==> config.mk <==
export PLATFORM = sky130hd
export DESIGN_NAME = impor_sched
export DESIGN_NICKNAME = d
export VERILOG_FILES = /design/src/rtl/impor_sched_pkg.sv /design/src/rtl/impor_rr_arb.sv /design/src/rtl/impor_sched.sv
export SDC_FILE = /design/constraint.sdc
export NUM_CORES = 1
export LEC_CHECK = 0
export ABC_AREA = 1
export CAP_MARGIN = 20
export CORE_ASPECT_RATIO = 1.4
export CORE_MARGIN = 3
export CORE_UTILIZATION = 51
export CTS_CLUSTER_SIZE = 14
export DETAILED_ROUTE_END_ITERATION = 10
export PLACE_DENSITY_LB_ADDON = 0.12
export REMOVE_ABC_BUFFERS = 1
export SYNTH_ARGS = -nofsm -noshare
export SYNTH_HDL_FRONTEND = slang
export SYNTH_SLANG_ARGS = --single-unit
==> constraint.sdc <==
create_clock -name clk -period 3.1 [get_ports clk]
set_clock_uncertainty 0.1 [all_clocks]
set_input_delay 0.62 -clock clk [delete_from_list [all_inputs] [get_ports clk]]
set_output_delay 0.62 -clock clk [all_outputs]
set_load 0.02 [all_outputs]
==> src/rtl/impor_sched_pkg.sv <==
// impor_sched shared types and constants.
// States, engine op codes, grid geometry.
package impor_sched_pkg;

  localparam int NPIX  = 9;
  localparam int PIX_W = 3;

  typedef enum logic [2:0] {
    IDLE,
    WAIT_RDY,
    LOAD,
    OPS,
    DRAIN,
    COLLECT,
    DONE
  } state_e;

  localparam logic [PIX_W-1:0] OP_END     = 3'd0;
  localparam logic [PIX_W-1:0] OP_HFLIP   = 3'd1;
  localparam logic [PIX_W-1:0] OP_VFLIP   = 3'd2;
  localparam logic [PIX_W-1:0] OP_ROT_CCW = 3'd3;
  localparam logic [PIX_W-1:0] OP_ROT_CW  = 3'd4;
  localparam logic [PIX_W-1:0] OP_INC_C0  = 3'd5;
  localparam logic [PIX_W-1:0] OP_INC_C1  = 3'd6;
  localparam logic [PIX_W-1:0] OP_INC_C2  = 3'd7;

  function automatic logic op_valid(
    input logic [PIX_W-1:0] c
  );
    return c inside {
      OP_HFLIP, OP_VFLIP, OP_ROT_CCW, OP_ROT_CW,
      OP_INC_C0, OP_INC_C1, OP_INC_C2
    };
  endfunction

endpackage

==> src/rtl/impor_rr_arb.sv <==
// impor_rr_arb: 2-way round-robin arbiter.
// pointer names the requester favoured on contention.
module impor_rr_arb (
  input  logic       clk,
  input  logic       rst_n,
  input  logic [1:0] req,
  input  logic       advance,
  output logic [1:0] gnt,
  output logic       pointer
);

  // lone requester wins, contention goes to pointer
  always_comb begin
    gnt = req;
    if (&req) gnt = pointer ? 2'b10 : 2'b01;
  end

  // move pointer past the winner on each grant
  always_ff @(posedge clk or negedge rst_n) begin
    if (!rst_n) pointer <= 1'b0;
    else if (advance) pointer <= gnt[0];
  end

endmodule

==> src/rtl/impor_sched.sv <==
// impor_sched: job scheduler for the 3x3 engine.
// Optional watchdog: define IMPOR_SCHED_WDOG_EN.
module impor_sched
  import impor_sched_pkg::*;
#(
  parameter int MAX_OPS = 8
) (
  input  logic                    clk,
  input  logic                    rst_n,
  input  logic [1:0]              req_valid,
  output logic [1:0]              req_ready,
  input  logic [NPIX*PIX_W-1:0]   req_pix0,
  input  logic [NPIX*PIX_W-1:0]   req_pix1,
  input  logic [MAX_OPS*PIX_W-1:0] req_ops0,
  input  logic [MAX_OPS*PIX_W-1:0] req_ops1,
  output logic [PIX_W-1:0]        eng_in,
  output logic                    eng_in_valid,
  output logic [PIX_W-1:0]        eng_mode,
  input  logic                    eng_ready,
  input  logic [PIX_W-1:0]        eng_out,
  input  logic                    eng_out_valid,
  output logic                    res_valid,
  output logic                    res_id,
  output logic [NPIX*PIX_W-1:0]   res_pix,
  output logic                    res_err,
  output logic                    busy
);

  localparam int OPW = $clog2(MAX_OPS);
  localparam int GW  = NPIX * PIX_W;

  state_e                     state;
  logic [GW-1:0]              pix_q;
  logic [MAX_OPS*PIX_W-1:0]   ops_q;
  logic [GW-1:0]              rbuf;
  logic [GW-1:0]              rnext;
  logic [3:0]                 idx;
  logic [3:0]                 nidx;
  logic [OPW-1:0]             opi;
  logic [OPW-1:0]             nop;
  logic [PIX_W-1:0]           nxt_op;
  logic [1:0]                 gnt;
  logic                       ptr;
  logic                       advance;
  logic                       wdog_hit;

  assign advance = (state == IDLE) && |req_valid;
  assign nidx    = idx + 4'd1;
  assign nop     = opi + 1'b1;
  assign nxt_op  = ops_q[nop*PIX_W +: PIX_W];

  impor_rr_arb u_arb (
    .clk     (clk),
    .rst_n   (rst_n),
    .req     (req_valid),
    .advance (advance),
    .gnt     (gnt),
    .pointer (ptr)
  );

  // result grid with the incoming pixel merged at idx
  always_comb begin
    rnext = rbuf;
    rnext[idx*PIX_W +: PIX_W] = eng_out;
  end

`ifdef IMPOR_SCHED_WDOG_EN
  logic [5:0] wdog;
  logic       stay;

  assign stay = ((state == WAIT_RDY) && !eng_ready) ||
                (((state == DRAIN) || (state == COLLECT)) &&
                 !eng_out_valid);
  assign wdog_hit = stay && (wdog == 6'd62);

  // idle-wait counter; any progress or state change clears it
  always_ff @(posedge clk or negedge rst_n) begin
    if (!rst_n) wdog <= '0;
    else if (stay && !wdog_hit) wdog <= wdog + 6'd1;
    else wdog <= '0;
  end
`else
  assign wdog_hit = 1'b0;
`endif

  // job sequencer; pointer sits past the winner, so ~ptr is the job id
  always_ff @(posedge clk or negedge rst_n) begin
    if (!rst_n) begin
      state        <= IDLE;
      req_ready    <= '0;
      pix_q        <= '0;
      ops_q        <= '0;
      rbuf         <= '0;
      idx          <= '0;
      opi          <= '0;
      eng_in       <= '0;
      eng_in_valid <= 1'b0;
      eng_mode     <= OP_END;
      res_valid    <= 1'b0;
      res_id       <= 1'b0;
      res_pix      <= '0;
      res_err      <= 1'b0;
      busy         <= 1'b0;
    end else begin
      req_ready <= '0;
      res_valid <= 1'b0;
      if (wdog_hit) begin
        state     <= DONE;
        res_valid <= 1'b1;
        res_pix   <= '0;
        res_err   <= 1'b1;
        res_id    <= ~ptr;
      end else begin
        unique case (state)
          IDLE: begin
            if (|req_valid) begin
              req_ready <= gnt;
              pix_q     <= gnt[1] ? req_pix1 : req_pix0;
              ops_q     <= gnt[1] ? req_ops1 : req_ops0;
              busy      <= 1'b1;
              state     <= WAIT_RDY;
            end
          end
          WAIT_RDY: begin
            if (eng_ready) begin
              eng_in_valid <= 1'b1;
              eng_in       <= pix_q[PIX_W-1:0];
              idx          <= '0;
              state        <= LOAD;
            end
          end
          LOAD: begin
            if (idx == 4'(NPIX-1)) begin
              eng_in_valid <= 1'b0;
              eng_in       <= '0;
              idx          <= '0;
              opi          <= '0;
              if (op_valid(ops_q[PIX_W-1:0])) begin
                eng_mode <= ops_q[PIX_W-1:0];
                state    <= OPS;
              end else begin
                state <= DRAIN;
              end
            end else begin
              idx    <= nidx;
              eng_in <= pix_q[nidx*PIX_W +: PIX_W];
            end
          end
          OPS: begin
            if (int'(opi) == MAX_OPS-1 ||
                !op_valid(nxt_op)) begin
              eng_mode <= OP_END;
              state    <= DRAIN;
            end else begin
              opi      <= nop;
              eng_mode <= nxt_op;
            end
          end
          DRAIN, COLLECT: begin
            if (eng_out_valid) begin
              rbuf <= rnext;
              idx  <= nidx;
              if (idx == 4'(NPIX-1)) begin
                state     <= DONE;
                res_valid <= 1'b1;
                res_pix   <= rnext;
                res_err   <= 1'b0;
                res_id    <= ~ptr;
              end else begin
                state <= COLLECT;
              end
            end
          end
          DONE: begin
            busy  <= 1'b0;
            state <= IDLE;
          end
          default: state <= IDLE;
        endcase
      end
    end
  end

endmodule

# Word level (Yosys, flattened, before mapping)
# Cells that the tools add are included.
word_totals:
  ff_bits: 128
  in_bits: 111
  output_inout_bits: 40
  wordCells: 115
classes:
  addsub: 3
  multipliers: 3
  n_eq_ne: 29
  shifts: 4
  n_mux: 37
  n_bitwise: 1
  reduce_logical: 23
op_table:
  columns: ["cell", "count"]
  rows:
  - ["$mux 3", 13]
  - ["$neg 6->34", 1]
  - ["$shift 3x34->27 const A", 1]
  - ["$shiftx 3x34->27", 1]
  - ["$eq 3x3->1 const B", 11]
  - ["$bwmux 27", 1]
  - ["$mux 27", 1]
  - ["$shiftx 27x7->3", 1]
  - ["$mux 24", 1]
  - ["$shiftx 24x6->3", 1]
  - ["$eq 3x2->1 const B", 6]
  - ["$pmux 3 s2", 3]
  - ["$pmux 3 s5", 1]
  - ["$reduce_and 3->1", 5]
  - ["$reduce_bool 7->1", 2]
  - ["$eq 3x1->1 const B", 4]
  - ["$mul 4x2->6 const B", 2]
  - ["$mux 4", 3]
  - ["$ne 2x2->1 const B", 6]
  - ["$pmux 4 s3", 1]
  - ["$mux 2", 5]
  - ["$reduce_and 2->1", 5]
  - ["$mux 1", 6]
  - ["$reduce_bool 2->1", 3]
  - ["other kinds (14)", 16]

# Depth between registers and ports, before layout
logic_depth:
  ltp_word: 9
  mapped_depth: 12
  mapped_depth_nobuf: 11

# Modules after synthesis
# From an unflattened synthesis, not the netlist that was laid out.
hier_totals:
  cells_unflattened: 938
  area_unflattened_um2: 6946.7
by_module_without_submodules:
  columns: ["mod", "n_inst", "cells_per_inst", "area_per_inst_um2", "seq_area_each_um2"]
  rows:
  - ["impor_sched", 1, 929, 6884.1, 3178.0]
  - ["impor_rr_arb", 1, 9, 62.6, 25.0]

# Worst setup path before layout
# Ideal clock, no wire load.
synth_path:
  kind: "reg-to-reg"
  from: "reg idx[0]"
  to: "reg rbuf[12]"
  setup_time_ns: 0.117
  arrival_time_ns: 2.041
  required_ns: 2.883
  path_slack_ns: 0.842
  path_stages_with_launch: 11
  path_buffers: 2
  synth_period_minus_slack_ns: 2.258
  cell_sequence: "dfrtp_1 inv_2 buf_1 ha_1 xnor2_1 clkbuf_1 nand2_1 o21ai_0 nand2_1 nand2_1 nand2_1"
synth_between:
  elab_chain_cells: 4
  word_cells_on_any_way: 5
  cone_classes: "1 x add/sub; 1 x mul; 2 x shift; 1 x mux"
synth_rtl:
  columns: ["element", "line_no", "text"]
  rows:
  - ["from (decl)", "impor_sched.sv:37", "logic [3:0] idx;"]
  - ["from (signal assigned)", "impor_sched.sv:145", "idx <= nidx;"]
  - ["from (signal assigned)", "impor_sched.sv:162", "idx <= nidx;"]
  - ["$mul 4x2->6 (*)", "impor_sched.sv:64", "rnext[idx*PIX_W +: PIX_W] = eng_out;"]
  - ["$neg 6->34 (*)", "impor_sched.sv:64", null]
  - ["$shiftx 3x34->27 / $shift 3x34->27 (equally long branches)", "impor_sched.sv:64", null]
  - ["$bwmux 27 (*)", "impor_sched.sv:64", null]
  - ["to (signal assigned)", "impor_sched.sv:161", "rbuf <= rnext;"]
  - ["to (decl)", "impor_sched.sv:35", "logic [GW-1:0] rbuf;"]
# Mark *: on every way between the ends. The rest lies on a longest branch, timed or not.
# A chain may end at the register's enable or synchronous reset.

# Worst setup path in the final report
layout_path:
  from: "reg opi[0]"
  to: "reg state[0]"
layout_between:
  elab_chain_cells: 9
  word_cells_on_any_way: 16
  cone_classes: "1 x add/sub; 1 x mul; 9 x eq/ne; 1 x shift; 4 x reduce/logical"
layout_rtl:
  columns: ["element", "line_no", "text"]
  rows:
  - ["from (decl)", "impor_sched.sv:39", "logic [OPW-1:0] opi;"]
  - ["from (signal assigned)", "impor_sched.sv:155", "opi <= nop;"]
  - ["$add 3x1->3", "impor_sched.sv:49", "assign nop = opi + 1'b1;"]
  - ["$mul 3x2->5", "impor_sched.sv:50", "assign nxt_op = ops_q[nop*PIX_W +: PIX_W];"]
  - ["$shiftx 24x6->3", "impor_sched.sv:50", null]
  - ["$eq 3x1->1 (tied with other cells)", "impor_sched_pkg.sv:30", "return c inside {"]
  - ["$reduce_bool 7->1", "impor_sched_pkg.sv:30", null]
  - ["$logic_not 1->1", "impor_sched.sv:151", "!op_valid(nxt_op)) begin"]
  - ["$logic_or 1x1->1 (*)", "impor_sched.sv:150", "if (int'(opi) == MAX_OPS-1 ||"]
  - ["$ne 2x2->1 (no source line) (*)", null, null]
  - ["$reduce_and 5->1 (no source line) (*)", null, null]
  - ["to (signal assigned)", "impor_sched.sv:153", "state <= DRAIN;"]
  - ["to (signal assigned)", "impor_sched.sv:164", "state <= DONE;"]
  - ["to (signal assigned)", "impor_sched.sv:170", "state <= COLLECT;"]
  - ["to (decl)", "impor_sched.sv:32", "state_e state;"]
# Marks and branches as above.

==> impl_metrics.tcl <==
set metrics [dict create \
    drt_pre_antenna_iters 5 \
    final_nets 1132 \
    final_critical_path_required_period_ns 2.48 \
    critical_path.max_stage_delay_ns 0.60 \
    synth-seq-cells 128 \
    muxShareOfSynthArea_pct 0 \
    cts_setup_buffers 0 \
    crit_slowest_cell "dfrtp_1" \
    critPathLaunchType "register" \
    post-place-ws_ns 0.605 \
    tightestPinTransition_ns 0.992 \
    synthesis.instances 875 \
    yosys_warnings 0 \
    worst_setup_ep_type "register" \
    initial_utilization_pct 53.1 \
    timing.critical_path.fanout_max 19 \
    cts_hold_buffers 0 \
    critical_path_class "reg2reg" \
    max_freq_mhz 404 \
    tritoncts_num_sinks 128 \
    maxSlewHeadroom_pct 33.8 \
    final_hold_viol_count 0 \
    place.gp.congestion 0.914 \
    worst_ep_arrival_time_ns 2.68 \
    post_synth_instance_area_sq_um 6630 \
    routedWlPerCell_microns 14.6 \
    synth_sequential_area_ratio_pct 48.3 \
    fp-row-count 48 \
    drt-total-wl_mm 17.2 \
    synth_xor_xnor_area_share_pct 1.06 \
    grt_pass1_wl_mm 28.7 \
    cell_chain_critical_path "ha_1 > inv_1 > nand3_1 > nand3_1 > nand2_1 > nand2_1 > nand2_1 > nand3_1 > nand2_1 > nand2_1" \
    grt_setup_unrepaired "false" \
    synth.distinct_cells 32 \
    antenna_cells 0 \
    port-buffer-count 149 \
    dp_hpwl_mm 12.4 \
    vias_per_cell 5.29 \
    power.static_leakage_uw 0.00423 \
    holdCritPathClass "in2async" \
    area_of_the_die_sq_um 14400 \
    fp.dieW_microns 102 \
    tritoncts.num_buffers 17 \
    pin_count_of_the_biggest_net_entering_global_routing 60 \
    final.fill_count 1043 \
    grt_antenna_before_repair 0 \
    groute.usage.overall_pct 24.9 \
    cts_resized 0 \
    run_status "finished, final reports clean" \
    maxSlewViolCount 0 \
    layout_setup_ws_ns 0.625 \
    max_cap_viol_count 0 \
    required_ns 3.30 \
    area.growth.synth_to_final_pct 34.4 \
    period_share_pct 79.8 \
    tritoncts "done" \
    post_route_cells_drive_above_1_share_pct 6.13 \
    cts_max_path_buffers 2 \
    synth_fa_ha_area_share_pct 1.13 \
    critical_path.reg2reg.startpoint "opi[0]" \
    worst_skew_pair.late_latency_ns 0.42 \
    synth_top_family_by_area "simple AND/OR/NAND/NOR gates" \
    peakVddDrop_mv 0.439 \
    critPathMostFrequentCell "nand2_1" \
    final.setup.tns_ns 0 \
    floorplan.die.height_microns 141 \
    reg2regPathDepth 10 \
    hold_slack_ns 0.0391 \
    htree_levels 4 \
    residual_drc 0 \
    synth-compound-area-share_pct 13.7 \
    final_count_of_negative_setup_slack_endpoints 0 \
    yosys.area_share.simple_pct 28.0 \
    floorplan.io_pins 151 \
    overflow 0 \
    dr.first_iter.drc_count 297 \
    clk_pin_slew_ns 0.06 \
    detail-route-antenna-nets 0 \
    core-area_sq_um 12500 \
    via_count 6228 \
    timing.rr.end "state[0]" \
    clock-root-buffer "clkbuf_16" \
    syn_area_per_cell_sq_um 7.57 \
    r2r_setup_slack_ns 0.62 \
    p_per_area_nw_per_um2 922 \
    vias_in_the_first_global_route 6192 \
]
==> layer usage <==
metal	up-vias	track usage, %	wire length, microns
met2	180	42.9	8860
met3	36	6.24	937
met1	2861	30.0	7060
met5	-	0	0
li1	3151	-	-
met4	0	8.57	377
==> registers in the layout, summed over array words and instances (netlist names) <==
signal	cells
pix_q	27
req_ready	2
res_id	1
eng_in	3
state	3
idx	4
rbuf	27
res_valid	1
eng_mode	3
busy	1
opi	3
ops_q	24
eng_in_valid	1
u_arb.pointer	1
res_pix	27
==> layout make-up <==
type | count | area (sq um) | area share, %
inverter | 89 | 334 | 3.75
clock buffer | 17 | 425 | 4.78
timing repair buffer | 164 | 1610 | 18.1
multi-input combinational | 615 | 2930 | 32.9
clock inverter | 15 | 209 | 2.35
sequential | 128 | 3200 | 36.0
tap | 150 | 188 | 2.11
==> how the worst max path moves through the flow <==
stage	startpoint	endpoint	slack [ns]	cells past startpoint
4_1_cts	opi[0]	state[0]	0.63	10
3_5_place_dp	eng_out_valid	res_pix[0]	0.61	5
3_3_place_gp	eng_out_valid	res_pix[0]	0.66	5
2_1_floorplan	req_valid[1]	ops_q[0]	-1.08	5
6_report	opi[0]	state[0]	0.62	10
5_1_grt	opi[0]	state[0]	0.39	10
==> stage by stage <==
| step | total power, uW | util (%) | instance area [sq um] | instances |
|---|---|---|---|---|
| 2_1_floorplan | 4910 | - | 6450 | 832 |
| 3_3_place_gp | 5960 | 66.2 | 8270 | 1146 |
| 3_5_place_dp | 6050 | 66.2 | 8270 | 1146 |
| 4_1_cts | 8240 | 71.3 | 8910 | 1178 |
| 5_1_grt | 8820 | 71.3 | 8910 | 1178 |
| 6_report | 8210 | 71.3 | 8910 | 1178 |
==> cell usage after synthesis <==
master / instances / area [sq um]
o22ai_1: 45 / 282
a31oi_1: 1 / 6.26
ha_1: 6 / 75.1
conb_1: 1 / 3.75
xor2_1: 1 / 8.76
xor2_4: 1 / 27.5
nor2_4: 1 / 11.3
nand2_1: 254 / 953
xnor2_1: 2 / 17.5
nor3_2: 1 / 10.0
or2_2: 1 / 6.26
a2bb2oi_1: 3 / 26.3
nor2_1: 77 / 289
dfrtp_1: 128 / 3200
a21oi_1: 11 / 55.1
a21oi_2: 1 / 8.76
o211ai_1: 6 / 45.0
buf_1: 3 / 11.3
xor2_2: 1 / 16.3
clkbuf_1: 28 / 105
buf_2: 11 / 55.1
nand3_1: 66 / 330
nand3_4: 1 / 17.5
o21ai_1: 7 / 35.0
o21ai_0: 90 / 450
clkinv_1: 3 / 11.3
buf_4: 1 / 7.51
inv_1: 82 / 308
inv_2: 4 / 15.0
nand3_2: 2 / 20.0
nor3_1: 7 / 35.0
nand4_1: 29 / 181
==> layout by cell type (no fill, tap or decap) <==
cell / instances
clkdlybuf4s50_1: 148
clkinv_1: 3
clkinv_4: 3
bufinv_16: 4
xor2_4: 1
clkinvlp_4: 3
xor2_1: 1
inv_1: 82
dfrtp_1: 128
a31oi_1: 1
nor3_2: 1
nand3_1: 66
clkbuf_16: 17
nor2_4: 1
nand3_2: 2
a21oi_1: 10
xnor2_1: 2
a21oi_4: 2
conb_1: 1
nor2_2: 1
o21ai_1: 7
nand4_1: 29
inv_6: 4
nor3_1: 7
xor2_2: 1
buf_4: 15
o211ai_1: 6
o22ai_1: 45
clkinv_2: 1
o21ai_0: 90
or2_2: 1
buf_12: 1
nand2_1: 254
inv_2: 4
ha_1: 6
nor2_1: 76
nand3_4: 1
a2bb2oi_1: 3
==> worst max-delay path: cells and delay by family (launching register included) <==
kind	cells	cell delay, ns
flops	1	0.60
buf+inv	1	0.18
fa+ha+maj	1	0.58
simple gates	8	0.89
==> where the power goes <==
group / switching, uW / leakage (uW) / total (uW) / internal (uW)
Clock: 781 / 0.000301 / 2140 / 1360
Combinational: 2170 / 0.00233 / 3450 / 1280
Sequential: 299 / 0.00160 / 2620 / 2320
==> cell families (layout without fill, tap and decap cells) <==
kind of cell | Yosys count | after routing
buffers and inverters | 132 | 285
other | 1 | 1
DFF | 128 | 128
adders and majority gates | 6 | 6
AOI/OAI and AO/OA | 164 | 164
xor gates and xnor gates | 5 | 5
and+or+nand+nor | 439 | 439
Note: power is estimated with default switching activity, not from simulation.
